===== src/rtl/riscv_pkg.sv =====
// Shared RV32I decode definitions: datapath width, major opcodes, the ALU
// control code enumeration consumed by the execute-stage ALU, and the decoded
// bundle carried from decode to execute.
package riscv_pkg;

    // Datapath, immediate and pc width.
    localparam int XLEN = 32;

    localparam logic [6:0] OPC_LUI    = 7'b0110111;
    localparam logic [6:0] OPC_AUIPC  = 7'b0010111;
    localparam logic [6:0] OPC_JAL    = 7'b1101111;
    localparam logic [6:0] OPC_JALR   = 7'b1100111;
    localparam logic [6:0] OPC_BRANCH = 7'b1100011;
    localparam logic [6:0] OPC_LOAD   = 7'b0000011;
    localparam logic [6:0] OPC_STORE  = 7'b0100011;
    localparam logic [6:0] OPC_OP_IMM = 7'b0010011;
    localparam logic [6:0] OPC_OP     = 7'b0110011;

    // {alt bit, funct3} encoding understood by the ALU.
    typedef enum logic [3:0] {
        ALU_ADD  = 4'b0000,
        ALU_SLL  = 4'b0001,
        ALU_SLT  = 4'b0010,
        ALU_SLTU = 4'b0011,
        ALU_XOR  = 4'b0100,
        ALU_SRL  = 4'b0101,
        ALU_OR   = 4'b0110,
        ALU_AND  = 4'b0111,
        ALU_SUB  = 4'b1000,
        ALU_SRA  = 4'b1101
    } alu_ctrl_t;

    typedef struct packed {
        alu_ctrl_t        alu_ctrl;
        logic             alu_src_imm;
        logic [XLEN-1:0]  imm;
        logic [4:0]       rs1;
        logic [4:0]       rs2;
        logic [4:0]       rd;
        logic             reg_write;
        logic             mem_read;
        logic             mem_write;
        logic             branch;
        logic             jump;
        logic             illegal;
        logic [XLEN-1:0]  pc;
    } decoded_t;

endpackage


===== src/rtl/decode_stage_if.sv =====
// Fetch-side and execute-side handshake/bundle signals of the decode stage.
//   slave  : view taken by decode_stage (accepts instructions, drives bundle)
//   master : view taken by the surrounding pipeline / testbench
interface decode_stage_if;
    import riscv_pkg::*;

    logic            in_valid;
    logic            in_ready;
    logic [31:0]     in_instr;
    logic [XLEN-1:0] in_pc;

    logic            out_valid;
    logic            out_ready;
    logic [3:0]      out_alu_ctrl;
    logic            out_alu_src_imm;
    logic [XLEN-1:0] out_imm;
    logic [4:0]      out_rs1;
    logic [4:0]      out_rs2;
    logic [4:0]      out_rd;
    logic            out_reg_write;
    logic            out_mem_read;
    logic            out_mem_write;
    logic            out_branch;
    logic            out_jump;
    logic            out_illegal;
    logic [XLEN-1:0] out_pc;

    modport slave (
        input  in_valid, in_instr, in_pc, out_ready,
        output in_ready, out_valid, out_alu_ctrl, out_alu_src_imm, out_imm,
               out_rs1, out_rs2, out_rd, out_reg_write, out_mem_read,
               out_mem_write, out_branch, out_jump, out_illegal, out_pc
    );

    modport master (
        output in_valid, in_instr, in_pc, out_ready,
        input  in_ready, out_valid, out_alu_ctrl, out_alu_src_imm, out_imm,
               out_rs1, out_rs2, out_rd, out_reg_write, out_mem_read,
               out_mem_write, out_branch, out_jump, out_illegal, out_pc
    );

endinterface


===== src/rtl/alu_ctrl_dec.sv =====
// Combinational ALU-control and legality decoder.
//   opcode_i/funct3_i/funct7_i : instruction fields
//   alu_ctrl_o                 : ALU operation (ALU_ADD whenever illegal)
//   illegal_o                  : instruction outside the RV32I subset handled here
// FENCE and SYSTEM opcodes are not part of the handled subset and decode as illegal.
module alu_ctrl_dec
    import riscv_pkg::*;
(
    input  logic [6:0] opcode_i,
    input  logic [2:0] funct3_i,
    input  logic [6:0] funct7_i,
    output alu_ctrl_t  alu_ctrl_o,
    output logic       illegal_o
);

    always_comb begin
        alu_ctrl_o = ALU_ADD;
        illegal_o  = 1'b0;
        case (opcode_i)
            OPC_OP: begin
                if (funct7_i == 7'h00) begin
                    alu_ctrl_o = alu_ctrl_t'({1'b0, funct3_i});
                end else if (funct7_i == 7'h20 &&
                             (funct3_i == 3'b000 || funct3_i == 3'b101)) begin
                    alu_ctrl_o = alu_ctrl_t'({1'b1, funct3_i});
                end else begin
                    illegal_o = 1'b1;
                end
            end
            OPC_OP_IMM: begin
                case (funct3_i)
                    3'b001: begin
                        if (funct7_i == 7'h00) alu_ctrl_o = ALU_SLL;
                        else                   illegal_o  = 1'b1;
                    end
                    3'b101: begin
                        if (funct7_i == 7'h00)      alu_ctrl_o = ALU_SRL;
                        else if (funct7_i == 7'h20) alu_ctrl_o = ALU_SRA;
                        else                        illegal_o  = 1'b1;
                    end
                    // Non-shift immediates: funct7 bits belong to the immediate.
                    default: alu_ctrl_o = alu_ctrl_t'({1'b0, funct3_i});
                endcase
            end
            OPC_BRANCH: begin
                // Equality compares subtract; ordered compares use slt/sltu.
                case (funct3_i)
                    3'b000, 3'b001: alu_ctrl_o = ALU_SUB;
                    3'b100, 3'b101: alu_ctrl_o = ALU_SLT;
                    3'b110, 3'b111: alu_ctrl_o = ALU_SLTU;
                    default:        illegal_o  = 1'b1;
                endcase
            end
            OPC_LOAD: begin
                case (funct3_i)
                    3'b000, 3'b001, 3'b010, 3'b100, 3'b101: alu_ctrl_o = ALU_ADD;
                    default:                                illegal_o  = 1'b1;
                endcase
            end
            OPC_STORE: begin
                case (funct3_i)
                    3'b000, 3'b001, 3'b010: alu_ctrl_o = ALU_ADD;
                    default:                illegal_o  = 1'b1;
                endcase
            end
            OPC_JAL, OPC_JALR, OPC_LUI, OPC_AUIPC: alu_ctrl_o = ALU_ADD;
            default: illegal_o = 1'b1;
        endcase
    end

endmodule


===== src/rtl/decode_stage.sv =====
// RV32I decode stage with a registered output slot and a one-entry skid buffer.
//   clk, rst : clock and synchronous active-high reset
//   bus      : fetch handshake (in_valid/in_ready/in_instr/in_pc) and execute
//              handshake plus decoded bundle (out_valid/out_ready/out_*)
// in_ready is simply "skid empty", so it comes straight from a flop, and the
// skid absorbs the one bundle accepted in the cycle the output stalls.
module decode_stage
    import riscv_pkg::*;
(
    input  logic           clk,
    input  logic           rst,
    decode_stage_if.slave  bus
);

    logic [31:0] instr;
    logic [6:0]  opcode;
    logic [4:0]  rd, rs1, rs2;
    logic [2:0]  funct3;
    logic [6:0]  funct7;
    logic [XLEN-1:0] imm_i, imm_s, imm_b, imm_u, imm_j;
    alu_ctrl_t   dec_ctrl;
    logic        dec_illegal;
    decoded_t    dec;

    decoded_t    out_q, out_d, skid_q, skid_d;
    logic        out_valid_q, out_valid_d, skid_valid_q, skid_valid_d;
    logic        in_fire, slot_free;

    assign instr  = bus.in_instr;
    assign opcode = instr[6:0];
    assign rd     = instr[11:7];
    assign funct3 = instr[14:12];
    assign rs1    = instr[19:15];
    assign rs2    = instr[24:20];
    assign funct7 = instr[31:25];

    assign imm_i = {{20{instr[31]}}, instr[31:20]};
    assign imm_s = {{20{instr[31]}}, instr[31:25], instr[11:7]};
    assign imm_b = {{19{instr[31]}}, instr[31], instr[7], instr[30:25], instr[11:8], 1'b0};
    assign imm_u = {instr[31:12], 12'b0};
    assign imm_j = {{11{instr[31]}}, instr[31], instr[19:12], instr[20], instr[30:21], 1'b0};

    alu_ctrl_dec u_alu_ctrl_dec (
        .opcode_i   (opcode),
        .funct3_i   (funct3),
        .funct7_i   (funct7),
        .alu_ctrl_o (dec_ctrl),
        .illegal_o  (dec_illegal)
    );

    // Illegal instructions leave every index, immediate and control at zero.
    always_comb begin
        dec         = '0;
        dec.pc      = bus.in_pc;
        dec.illegal = dec_illegal;
        if (!dec_illegal) begin
            dec.alu_ctrl = dec_ctrl;
            case (opcode)
                OPC_OP: begin
                    dec.rs1 = rs1; dec.rs2 = rs2; dec.rd = rd;
                    dec.reg_write = 1'b1;
                end
                OPC_OP_IMM: begin
                    dec.rs1 = rs1; dec.rd = rd; dec.imm = imm_i;
                    dec.reg_write = 1'b1; dec.alu_src_imm = 1'b1;
                end
                OPC_LOAD: begin
                    dec.rs1 = rs1; dec.rd = rd; dec.imm = imm_i;
                    dec.reg_write = 1'b1; dec.mem_read = 1'b1; dec.alu_src_imm = 1'b1;
                end
                OPC_STORE: begin
                    dec.rs1 = rs1; dec.rs2 = rs2; dec.imm = imm_s;
                    dec.mem_write = 1'b1; dec.alu_src_imm = 1'b1;
                end
                OPC_BRANCH: begin
                    dec.rs1 = rs1; dec.rs2 = rs2; dec.imm = imm_b;
                    dec.branch = 1'b1;
                end
                OPC_JAL: begin
                    dec.rd = rd; dec.imm = imm_j;
                    dec.reg_write = 1'b1; dec.jump = 1'b1; dec.alu_src_imm = 1'b1;
                end
                OPC_JALR: begin
                    dec.rs1 = rs1; dec.rd = rd; dec.imm = imm_i;
                    dec.reg_write = 1'b1; dec.jump = 1'b1; dec.alu_src_imm = 1'b1;
                end
                OPC_LUI, OPC_AUIPC: begin
                    dec.rd = rd; dec.imm = imm_u;
                    dec.reg_write = 1'b1; dec.alu_src_imm = 1'b1;
                end
                default: ;
            endcase
            // x0 is hardwired; never request a write to it.
            if (dec.rd == 5'd0) dec.reg_write = 1'b0;
        end
    end

    assign in_fire   = bus.in_valid & ~skid_valid_q;
    assign slot_free = ~out_valid_q | bus.out_ready;

    // When the slot frees up, a waiting skid entry has priority; the skid can
    // only be full while in_ready is low, so it never competes with a new input.
    always_comb begin
        out_d        = out_q;
        out_valid_d  = out_valid_q;
        skid_d       = skid_q;
        skid_valid_d = skid_valid_q;
        if (slot_free) begin
            if (skid_valid_q) begin
                out_d        = skid_q;
                out_valid_d  = 1'b1;
                skid_valid_d = 1'b0;
            end else if (in_fire) begin
                out_d        = dec;
                out_valid_d  = 1'b1;
            end else begin
                out_valid_d  = 1'b0;
            end
        end else if (in_fire) begin
            skid_d       = dec;
            skid_valid_d = 1'b1;
        end
    end

    always_ff @(posedge clk) begin
        if (rst) begin
            out_q        <= '0;
            out_valid_q  <= 1'b0;
            skid_q       <= '0;
            skid_valid_q <= 1'b0;
        end else begin
            out_q        <= out_d;
            out_valid_q  <= out_valid_d;
            skid_q       <= skid_d;
            skid_valid_q <= skid_valid_d;
        end
    end

    assign bus.in_ready        = ~skid_valid_q;
    assign bus.out_valid       = out_valid_q;
    assign bus.out_alu_ctrl    = out_q.alu_ctrl;
    assign bus.out_alu_src_imm = out_q.alu_src_imm;
    assign bus.out_imm         = out_q.imm;
    assign bus.out_rs1         = out_q.rs1;
    assign bus.out_rs2         = out_q.rs2;
    assign bus.out_rd          = out_q.rd;
    assign bus.out_reg_write   = out_q.reg_write;
    assign bus.out_mem_read    = out_q.mem_read;
    assign bus.out_mem_write   = out_q.mem_write;
    assign bus.out_branch      = out_q.branch;
    assign bus.out_jump        = out_q.jump;
    assign bus.out_illegal     = out_q.illegal;
    assign bus.out_pc          = out_q.pc;

endmodule


===== src/flat_wrapper.sv =====
// flat-port wrapper written by rule: the top's interface ports become plain ports
module decode_stage_flat import riscv_pkg::*;
  (clk, rst, bus_in_valid, bus_in_instr, bus_in_pc, bus_out_ready, bus_in_ready, bus_out_valid, bus_out_alu_ctrl, bus_out_alu_src_imm, bus_out_imm, bus_out_rs1, bus_out_rs2, bus_out_rd, bus_out_reg_write, bus_out_mem_read, bus_out_mem_write, bus_out_branch, bus_out_jump, bus_out_illegal, bus_out_pc);
  decode_stage_if bus_i ();
  input  logic clk;
  input  logic rst;
  input wire logic [$bits(bus_i.in_valid)-1:0] bus_in_valid;
  input wire logic [$bits(bus_i.in_instr)-1:0] bus_in_instr;
  input wire logic [$bits(bus_i.in_pc)-1:0] bus_in_pc;
  input wire logic [$bits(bus_i.out_ready)-1:0] bus_out_ready;
  output wire logic [$bits(bus_i.in_ready)-1:0] bus_in_ready;
  output wire logic [$bits(bus_i.out_valid)-1:0] bus_out_valid;
  output wire logic [$bits(bus_i.out_alu_ctrl)-1:0] bus_out_alu_ctrl;
  output wire logic [$bits(bus_i.out_alu_src_imm)-1:0] bus_out_alu_src_imm;
  output wire logic [$bits(bus_i.out_imm)-1:0] bus_out_imm;
  output wire logic [$bits(bus_i.out_rs1)-1:0] bus_out_rs1;
  output wire logic [$bits(bus_i.out_rs2)-1:0] bus_out_rs2;
  output wire logic [$bits(bus_i.out_rd)-1:0] bus_out_rd;
  output wire logic [$bits(bus_i.out_reg_write)-1:0] bus_out_reg_write;
  output wire logic [$bits(bus_i.out_mem_read)-1:0] bus_out_mem_read;
  output wire logic [$bits(bus_i.out_mem_write)-1:0] bus_out_mem_write;
  output wire logic [$bits(bus_i.out_branch)-1:0] bus_out_branch;
  output wire logic [$bits(bus_i.out_jump)-1:0] bus_out_jump;
  output wire logic [$bits(bus_i.out_illegal)-1:0] bus_out_illegal;
  output wire logic [$bits(bus_i.out_pc)-1:0] bus_out_pc;
  assign bus_i.in_valid = bus_in_valid;
  assign bus_i.in_instr = bus_in_instr;
  assign bus_i.in_pc = bus_in_pc;
  assign bus_i.out_ready = bus_out_ready;
  assign bus_in_ready = bus_i.in_ready;
  assign bus_out_valid = bus_i.out_valid;
  assign bus_out_alu_ctrl = bus_i.out_alu_ctrl;
  assign bus_out_alu_src_imm = bus_i.out_alu_src_imm;
  assign bus_out_imm = bus_i.out_imm;
  assign bus_out_rs1 = bus_i.out_rs1;
  assign bus_out_rs2 = bus_i.out_rs2;
  assign bus_out_rd = bus_i.out_rd;
  assign bus_out_reg_write = bus_i.out_reg_write;
  assign bus_out_mem_read = bus_i.out_mem_read;
  assign bus_out_mem_write = bus_i.out_mem_write;
  assign bus_out_branch = bus_i.out_branch;
  assign bus_out_jump = bus_i.out_jump;
  assign bus_out_illegal = bus_i.out_illegal;
  assign bus_out_pc = bus_i.out_pc;
  decode_stage u_core (.clk(clk), .rst(rst), .bus(bus_i));
endmodule

===== config.mk =====
export PLATFORM = sky130hd
export DESIGN_NAME = decode_stage_flat
export DESIGN_NICKNAME = d
export VERILOG_FILES = /design/src/rtl/riscv_pkg.sv /design/src/rtl/decode_stage_if.sv /design/src/rtl/alu_ctrl_dec.sv /design/src/rtl/decode_stage.sv /design/src/flat_wrapper.sv
export SDC_FILE = /design/constraint.sdc
export NUM_CORES = 1
export LEC_CHECK = 0
export BUFFER_PORTS_ARGS = -buffer_cell sky130_fd_sc_hd__buf_2
export CAP_MARGIN = 30
export CORE_AREA = 10 10 156 158
export CTS_BUF_LIST = sky130_fd_sc_hd__clkbuf_2 sky130_fd_sc_hd__clkbuf_4 sky130_fd_sc_hd__clkbuf_8
export DETAILED_ROUTE_END_ITERATION = 10
export DIE_AREA = 0 0 166 168
export PLACE_DENSITY = 0.53
export SKIP_LAST_GASP = 1
export SLEW_MARGIN = 10
export SYNTH_ARGS = -nofsm -noshare
export SYNTH_HDL_FRONTEND = slang
export SYNTH_SLANG_ARGS = --single-unit

===== constraint.sdc =====
create_clock -name clk -period 2.6 [get_ports clk]
set_input_delay 0.26 -clock clk [delete_from_list [all_inputs] [get_ports clk]]
set_output_delay 0.26 -clock clk [all_outputs]
set_load 0.02 [all_outputs]

# --- Word-level counts from Yosys, hierarchy flattened ---
# Cells that the tools add are included.
classes:
  addsub: 0
  n_mul: 0
  div_mod_pow: 0
  order_cmp: 0
  n_eq_ne: 16
  shifts: 0
  mux: 34
  bitwise: 5
  n_reduce_logical: 23
ops:
  columns: ["op", "n"]
  rows:
  - ["two-way mux 90 bit", 2]
  - ["one-hot mux 32 bit (5 select lines)", 1]
  - ["two-way mux 57 bit", 1]
  - ["equality test 7 x 6 -> 1 bit, second input constant", 4]
  - ["one-hot mux 4 bit (3 select lines)", 2]
  - ["equality test 7 bit, second input constant", 3]
  - ["two-way mux 1 bit", 17]
  - ["two-way mux 4 bit", 4]
  - ["equality test 7 x 5 -> 1 bit, second input constant", 2]
  - ["OR reduction 7 bit", 2]
  - ["equality test 3 bit, second input constant", 4]
  - ["two-way mux 6 bit", 2]
  - ["OR reduction 2 bit", 6]
  - ["OR reduction 6 bit", 2]
  - ["two-way mux 5 bit", 2]
  - ["OR reduction 3 bit", 3]
  - ["one-hot mux 4 bit (2 select lines)", 1]
  - ["equality test 7 x 2 -> 1 bit, second input constant", 1]
  - ["zero test 7 bit", 1]
  - ["one-hot mux 1 bit (6 select lines)", 1]
  - ["zero test 5 bit", 1]
  - ["OR reduction 5 bit", 1]
  - ["AND reduction 2 bit", 2]
  - ["OR reduction 4 bit", 1]
  - ["10 further kinds", 12]
word_totals:
  ff_bits: 182
  latchBits: 0
  ram_bits: 0
  mem_bits_ro: 0
  in_bits: 68
  out_inout_bits: 92
  word_cells: 106
  mem_count: 0

# --- Logic depth before layout (Yosys ltp) ---
logic_depth:
  depth_word: 12
  depth_mapped: 8
  depth_no_buf: 5

# --- By module ---
# A second synthesis with hierarchy kept.
hier_totals:
  hier_cells: 957
  area_unflattened_um2: 8176.6
by_module_without_submodules:
  columns: ["module", "instances", "cells_each", "area_per_inst_um2", "seq_area_each_um2"]
  rows:
  - ["decode_stage", 1, 906, 7841.3, 3643.5]
  - ["alu_ctrl_dec", 1, 51, 335.3, 0.0]

# --- Worst setup path before layout ---
# Ideal clock, no wire load.
synth_timing:
  path_kind: "in2reg"
  start: "input port bus_in_instr[25]"
  end: "register u_core.skid_q[65] in the netlist's numbering"
  setup_time_ns: 0.067
  arrival_ns: 2.088
  required_ns: 2.533
  slack_ns: 0.445
  cell_stages: 6
  path_buffers: 1
  path_cell_list: "or4_4 -> o32ai_4 -> a21oi_2 -> or4_4 -> buf_6 -> o21ai_2"
synth_between:
  elab_chain_cells: 6
  elab_cells_between_ends: 11
  classes_between: "1 x eq/ne; 8 x mux; 2 x reduce/logical"
synth_rtl:
  columns: ["item", "line_no", "text"]
  rows:
  - ["start, declared", "flat_wrapper.sv:8", "input wire logic [$bits(bus_i.in_instr)-1:0] bus_in_instr;"]
  - ["equality test 7 x 6 -> 1 bit", "alu_ctrl_dec.sv:23, alu_ctrl_dec.sv:38", null]
  - ["two-way mux 1 bit / logical AND 1 bit (equally long branches)", "alu_ctrl_dec.sv:38, alu_ctrl_dec.sv:23", null]
  - ["two-way mux 1 bit, on equally long branches", "alu_ctrl_dec.sv:37, alu_ctrl_dec.sv:23", null]
  - ["one-hot mux 1 bit (2 select lines) / two-way mux 1 bit (equally long branches)", "alu_ctrl_dec.sv:31, alu_ctrl_dec.sv:21", null]
  - ["one-hot mux 1 bit (6 select lines) (*)", "alu_ctrl_dec.sv:19", "case (opcode_i)"]
  - ["two-way mux 57 bit (*)", "decode_stage.sv:56", "if (!dec_illegal) begin"]
  - ["end signal, assigned", "decode_stage.sv:134", "skid_q <= skid_d;"]
  - ["end, declared", "decode_stage.sv:25", "decoded_t out_q, out_d, skid_q, skid_d;"]
# Every way passes the cells marked *; elsewhere a longest branch is shown, timed or not.
# A chain may end at the register's enable or synchronous reset.

# --- Final worst setup path ---
layout_timing:
  start: "register u_core.out_valid_q (netlist: u_core.bus.out_valid)"
  end: "register u_core.skid_q[85] in the netlist's numbering"
layout_between:
  elab_chain_cells: 4
layout_rtl:
  columns: ["item", "line_no", "text"]
  rows:
  - ["start, declared", "decode_stage.sv:26", "logic out_valid_q, out_valid_d, skid_valid_q, skid_valid_d;"]
  - ["start signal, assigned", "decode_stage.sv:133", "out_valid_q <= out_valid_d;"]
  - ["inverter 1 bit", "decode_stage.sv:99", "assign slot_free = ~out_valid_q | bus.out_ready;"]
  - ["bitwise OR 1 bit", "decode_stage.sv:99", null]
  - ["inverter 1 bit (no source line)", null, null]
  - ["AND reduction 2 bit (no source line)", null, null]
# Every way passes these cells.

==> impl_metrics.json <==
{
  "fin_tns_setup_ps": 0,
  "seq_power_share_pct": 53.9,
  "core_area_um2": 21400,
  "route.final.wire_length_um": 24300,
  "hold_buffers": 0,
  "grt_first_pass_wirelength_um": 38800,
  "timing.slew.headroom_pct": 56.9,
  "diodes": 0,
  "clock_power_share_pct": 33.7,
  "final_antenna_net_count": 0,
  "critical_path_peak_fanout": 13,
  "grt_total_usage_pct": 16.8,
  "fp.dieW_um": 166,
  "status": "finished clean",
  "synth.avg_cell_area_um2": 8.60,
  "worst_path_largest_cell_delay_ps": 600,
  "worstSetupPathType": "flop to flop",
  "fin_hold_ws_ps": 37.1,
  "synth.top_cell.area_share_pct": 47.3,
  "report.final.setup_viol": 0,
  "synthArstFlopShare_pct": 0,
  "timing.fmax_mhz": 485,
  "timing.final.ws_setup_ps": 538,
  "row_count": 54,
  "ys_ff_latch": 182,
  "clockRootBuffer": "sky130_fd_sc_hd__clkbuf_8",
  "dieArea_um2": 27900,
  "num_io_pins": 160,
  "required_ps": 2980,
  "detailed_place_hpwl_um": 16300,
  "pin_count_of_the_biggest_net_entering_global_routing": 102,
  "synth-main-ff-cell": "sky130_fd_sc_hd__dfxtp_1",
  "number_of_drc_markers_after_the_initial_detailed_route_iteration": 534,
  "switching_share_pct": 29.8,
  "synth.area.top_cells": "sky130_fd_sc_hd__dfxtp_1 (47%), sky130_fd_sc_hd__a21oi_1 (8.1%), sky130_fd_sc_hd__nand2_1 (5.8%), sky130_fd_sc_hd__mux2i_1 (4.3%), sky130_fd_sc_hd__clkbuf_1 (3.4%)",
  "dieHeight_um": 168,
  "post_cts_buffers": 0,
  "grt_overflow_total": 0,
  "vdd_drop_max_mv": 0.403,
  "grt_setup_unrepaired": "false",
  "layout_worst_path_cycle_share_pct": 79.3,
  "wl_per_cell_um": 18.5,
  "tritoncts": "yes",
  "ys_seq_area_share_pct": 47.3,
  "clock_insertion_delay_worst_skew_ps": 450,
  "vias": 7027,
  "critical_path.top_delay_family": "simple AND/OR/NAND/NOR gates",
  "crit_slowest_cell": "sky130_fd_sc_hd__or4_4",
  "critical_path.endpoint_type": "flop",
  "grt_pass1_vias": 6810,
  "max_capacitance_violation_total": 0,
  "gp_congestion": 0.858,
  "fin_worst_skew_ps": 9.38,
  "grt_antenna_before_repair": 0,
  "io_buffers": 159,
  "slew_viol_final": 0,
  "synth_fp_nets": 964,
  "cell_internal_pwr_mw": 3.81,
  "critical_path.startpoint_type": "flop",
  "critical_path_arrival_ps": 2450,
  "synth_top_area_cell": "sky130_fd_sc_hd__dfxtp_1",
  "synth_edf_count": 0,
  "drc": 0,
  "viasPerCell": 5.35,
  "synthesis_to_layout_area_growth_pct": 19.0,
  "comb_power_share_pct": 12.4,
  "leakage_nw": 3.62,
  "clkSlewWorstSetupHoldPaths_ps": 100,
  "critical_path.n_buffers_inverters": 0,
  "finalHoldViolations": 0,
  "post-route-min-period_ps": 2060,
  "final_layout_size_suffix_gt1_share_pct": 23.9,
  "design_power_total_mw": 5.43,
  "pre_cts_slack_ps": 147,
  "final_nets": 1089,
  "count_of_cell_types_in_the_netlist": 59,
  "power-per-cell-area_nw_per_um2": 591,
  "cts_repair_resize_count": 0,
  "layout.core_utilization_pct": 42.8,
  "clock-sinks": 182,
  "synthesis.instances": 896,
  "cp_cell_instances": "nor2b_1 > and3_2 > nand2_1 > or4_4 > o21ai_0",
  "power_switching_mw": 1.61,
  "dr.pass1.iters": 5,
  "cts_htree_levels": 4,
  "clockBufferDepth": 2,
  "synth_area_um2": 7710,
  "timing.hold.worst.class": "input port to flop",
  "worst-slew-pin-transition_ps": 647,
  "cts-buffers-inserted": 17,
  "synth.yosys.warnings": 0,
  "start_util_pct": 36.0
}
-- final timing paths --
path,startpoint,endpoint,slack (ps),cells after the start
max,u_core.bus.out_valid,u_core.skid_q[85],540,5
min reg2reg,u_core.skid_q[72],u_core.skid_q[72],460,2
min,bus_in_pc[17],u_core.skid_q[17],40,3
max reg2reg,u_core.bus.out_valid,u_core.skid_q[85],540,5
-- cell usage after synthesis, types with 2 or more instances --
master,count
sky130_fd_sc_hd__and4_1,2
sky130_fd_sc_hd__and3_1,23
sky130_fd_sc_hd__nand2_1,120
sky130_fd_sc_hd__o211ai_1,2
sky130_fd_sc_hd__nor4_2,2
sky130_fd_sc_hd__o211a_1,2
sky130_fd_sc_hd__o31ai_1,2
sky130_fd_sc_hd__or3_1,2
sky130_fd_sc_hd__nor4bb_1,2
sky130_fd_sc_hd__a2111oi_2,2
sky130_fd_sc_hd__a32o_1,12
sky130_fd_sc_hd__nand3_1,21
sky130_fd_sc_hd__dfxtp_1,182
sky130_fd_sc_hd__inv_1,3
sky130_fd_sc_hd__a32oi_1,12
sky130_fd_sc_hd__nor3b_1,2
sky130_fd_sc_hd__a31oi_1,4
sky130_fd_sc_hd__o22ai_1,17
sky130_fd_sc_hd__a211o_1,12
sky130_fd_sc_hd__o2bb2ai_1,5
sky130_fd_sc_hd__nand2b_1,5
sky130_fd_sc_hd__a21o_1,3
sky130_fd_sc_hd__buf_2,5
sky130_fd_sc_hd__nor2b_1,2
sky130_fd_sc_hd__a22oi_1,5
sky130_fd_sc_hd__o32ai_1,2
sky130_fd_sc_hd__nor3_1,8
sky130_fd_sc_hd__a211oi_1,34
sky130_fd_sc_hd__nand4_1,14
sky130_fd_sc_hd__or4_4,2
sky130_fd_sc_hd__o21ai_2,10
sky130_fd_sc_hd__a21oi_1,125
sky130_fd_sc_hd__o21ai_0,50
sky130_fd_sc_hd__mux2i_1,33
sky130_fd_sc_hd__a22o_1,13
sky130_fd_sc_hd__clkbuf_1,70
sky130_fd_sc_hd__buf_1,8
sky130_fd_sc_hd__and2_1,3
sky130_fd_sc_hd__nand4b_1,2
sky130_fd_sc_hd__nor2_1,51
sky130_fd_sc_hd__nor4_1,4
-- kinds of logic after synthesis --
logic type                count (synthesis)  share of synthesized area [%]
DFF                                     182                           47.3
and+or+nand+nor                         273                           16.9
buffers and inverters                    87                           4.41
AOI/OAI and AO/OA                       320                           27.0
muxes                                    33                           4.28
xor gates and xnor gates                  1                          0.114
-- layout make-up --
| cell class | instances | area [um^2] |
|---|---|---|
| fill | 2199 | 12200 |
| multi-input combinational | 627 | 3750 |
| sequential | 182 | 3650 |
| timing repair buffer | 190 | 1060 |
| tap | 280 | 350 |
| clock buffer | 18 | 248 |
| clock inverter | 14 | 116 |
| inverter | 3 | 11.3 |
-- layout by cell type, fill, tap and decap left out, types with 4 or more instances in the layout --
cell,Yosys,layout
sky130_fd_sc_hd__a32o_1,12,12
sky130_fd_sc_hd__a211o_1,12,12
sky130_fd_sc_hd__and3_1,23,22
sky130_fd_sc_hd__o21ai_2,10,10
sky130_fd_sc_hd__nand2_1,120,120
sky130_fd_sc_hd__a31oi_1,4,4
sky130_fd_sc_hd__nor4_1,4,4
sky130_fd_sc_hd__nor3_1,8,8
sky130_fd_sc_hd__buf_2,5,158
sky130_fd_sc_hd__a22o_1,13,13
sky130_fd_sc_hd__a32oi_1,12,12
sky130_fd_sc_hd__buf_4,0,30
sky130_fd_sc_hd__a21oi_1,125,125
sky130_fd_sc_hd__o21ai_0,50,49
sky130_fd_sc_hd__inv_6,0,5
sky130_fd_sc_hd__nand4_1,14,14
sky130_fd_sc_hd__a22oi_1,5,5
sky130_fd_sc_hd__o22ai_1,17,17
sky130_fd_sc_hd__clkbuf_8,0,18
sky130_fd_sc_hd__nand2b_1,5,5
sky130_fd_sc_hd__o2bb2ai_1,5,5
sky130_fd_sc_hd__a211oi_1,34,34
sky130_fd_sc_hd__mux2i_1,33,33
sky130_fd_sc_hd__nand3_1,21,21
sky130_fd_sc_hd__nor2_1,51,49
sky130_fd_sc_hd__dfxtp_1,182,181
-- worst min-delay path: stages --
cell and delay (ps):
sky130_fd_sc_hd__buf_2 100, sky130_fd_sc_hd__nand2_1 50, sky130_fd_sc_hd__a21oi_1 50
-- through the flow --
| step | area, um^2 | std cells |
|---|---|---|
| floorplan | 7710 | 896 |
| global placement | 8810 | 1282 |
| detailed placement | 8810 | 1282 |
| CTS | 9180 | 1314 |
| global route | 9180 | 1314 |
| finish | 9180 | 1314 |
-- registers in the layout, indices dropped and copies added (netlist names), 4 cells and up --
register and cells:
u_core.bus.out_alu_ctrl 4, u_core.bus.out_rs1 5, u_core.skid_q 90, u_core.bus.out_rd 5, u_core.bus.out_rs2 5, u_core.bus.out_pc 32
u_core.bus.out_imm 32
-- power groups by stage --
stage	Clock (mW)	Sequential, mW	Combinational (mW)
finish	1.83	2.93	0.674
global route	2.01	2.94	0.741
CTS	1.89	2.93	0.679
detailed placement	0	2.99	0.677
global placement	0	2.99	0.675
floorplan	0	3.07	0.316
-- metal layers --
metal	wire, um	part of all wire, %	global-route usage, %	vias up
met2	11200	46	26.8	186
met3	1300	5.3	4.56	13
met1	11700	48	22.4	3299
li1	-	-	-	3529
met4	202	0.83	3.27	0
met5	0	0	0	-
Power figures use the tool's default switching activity.
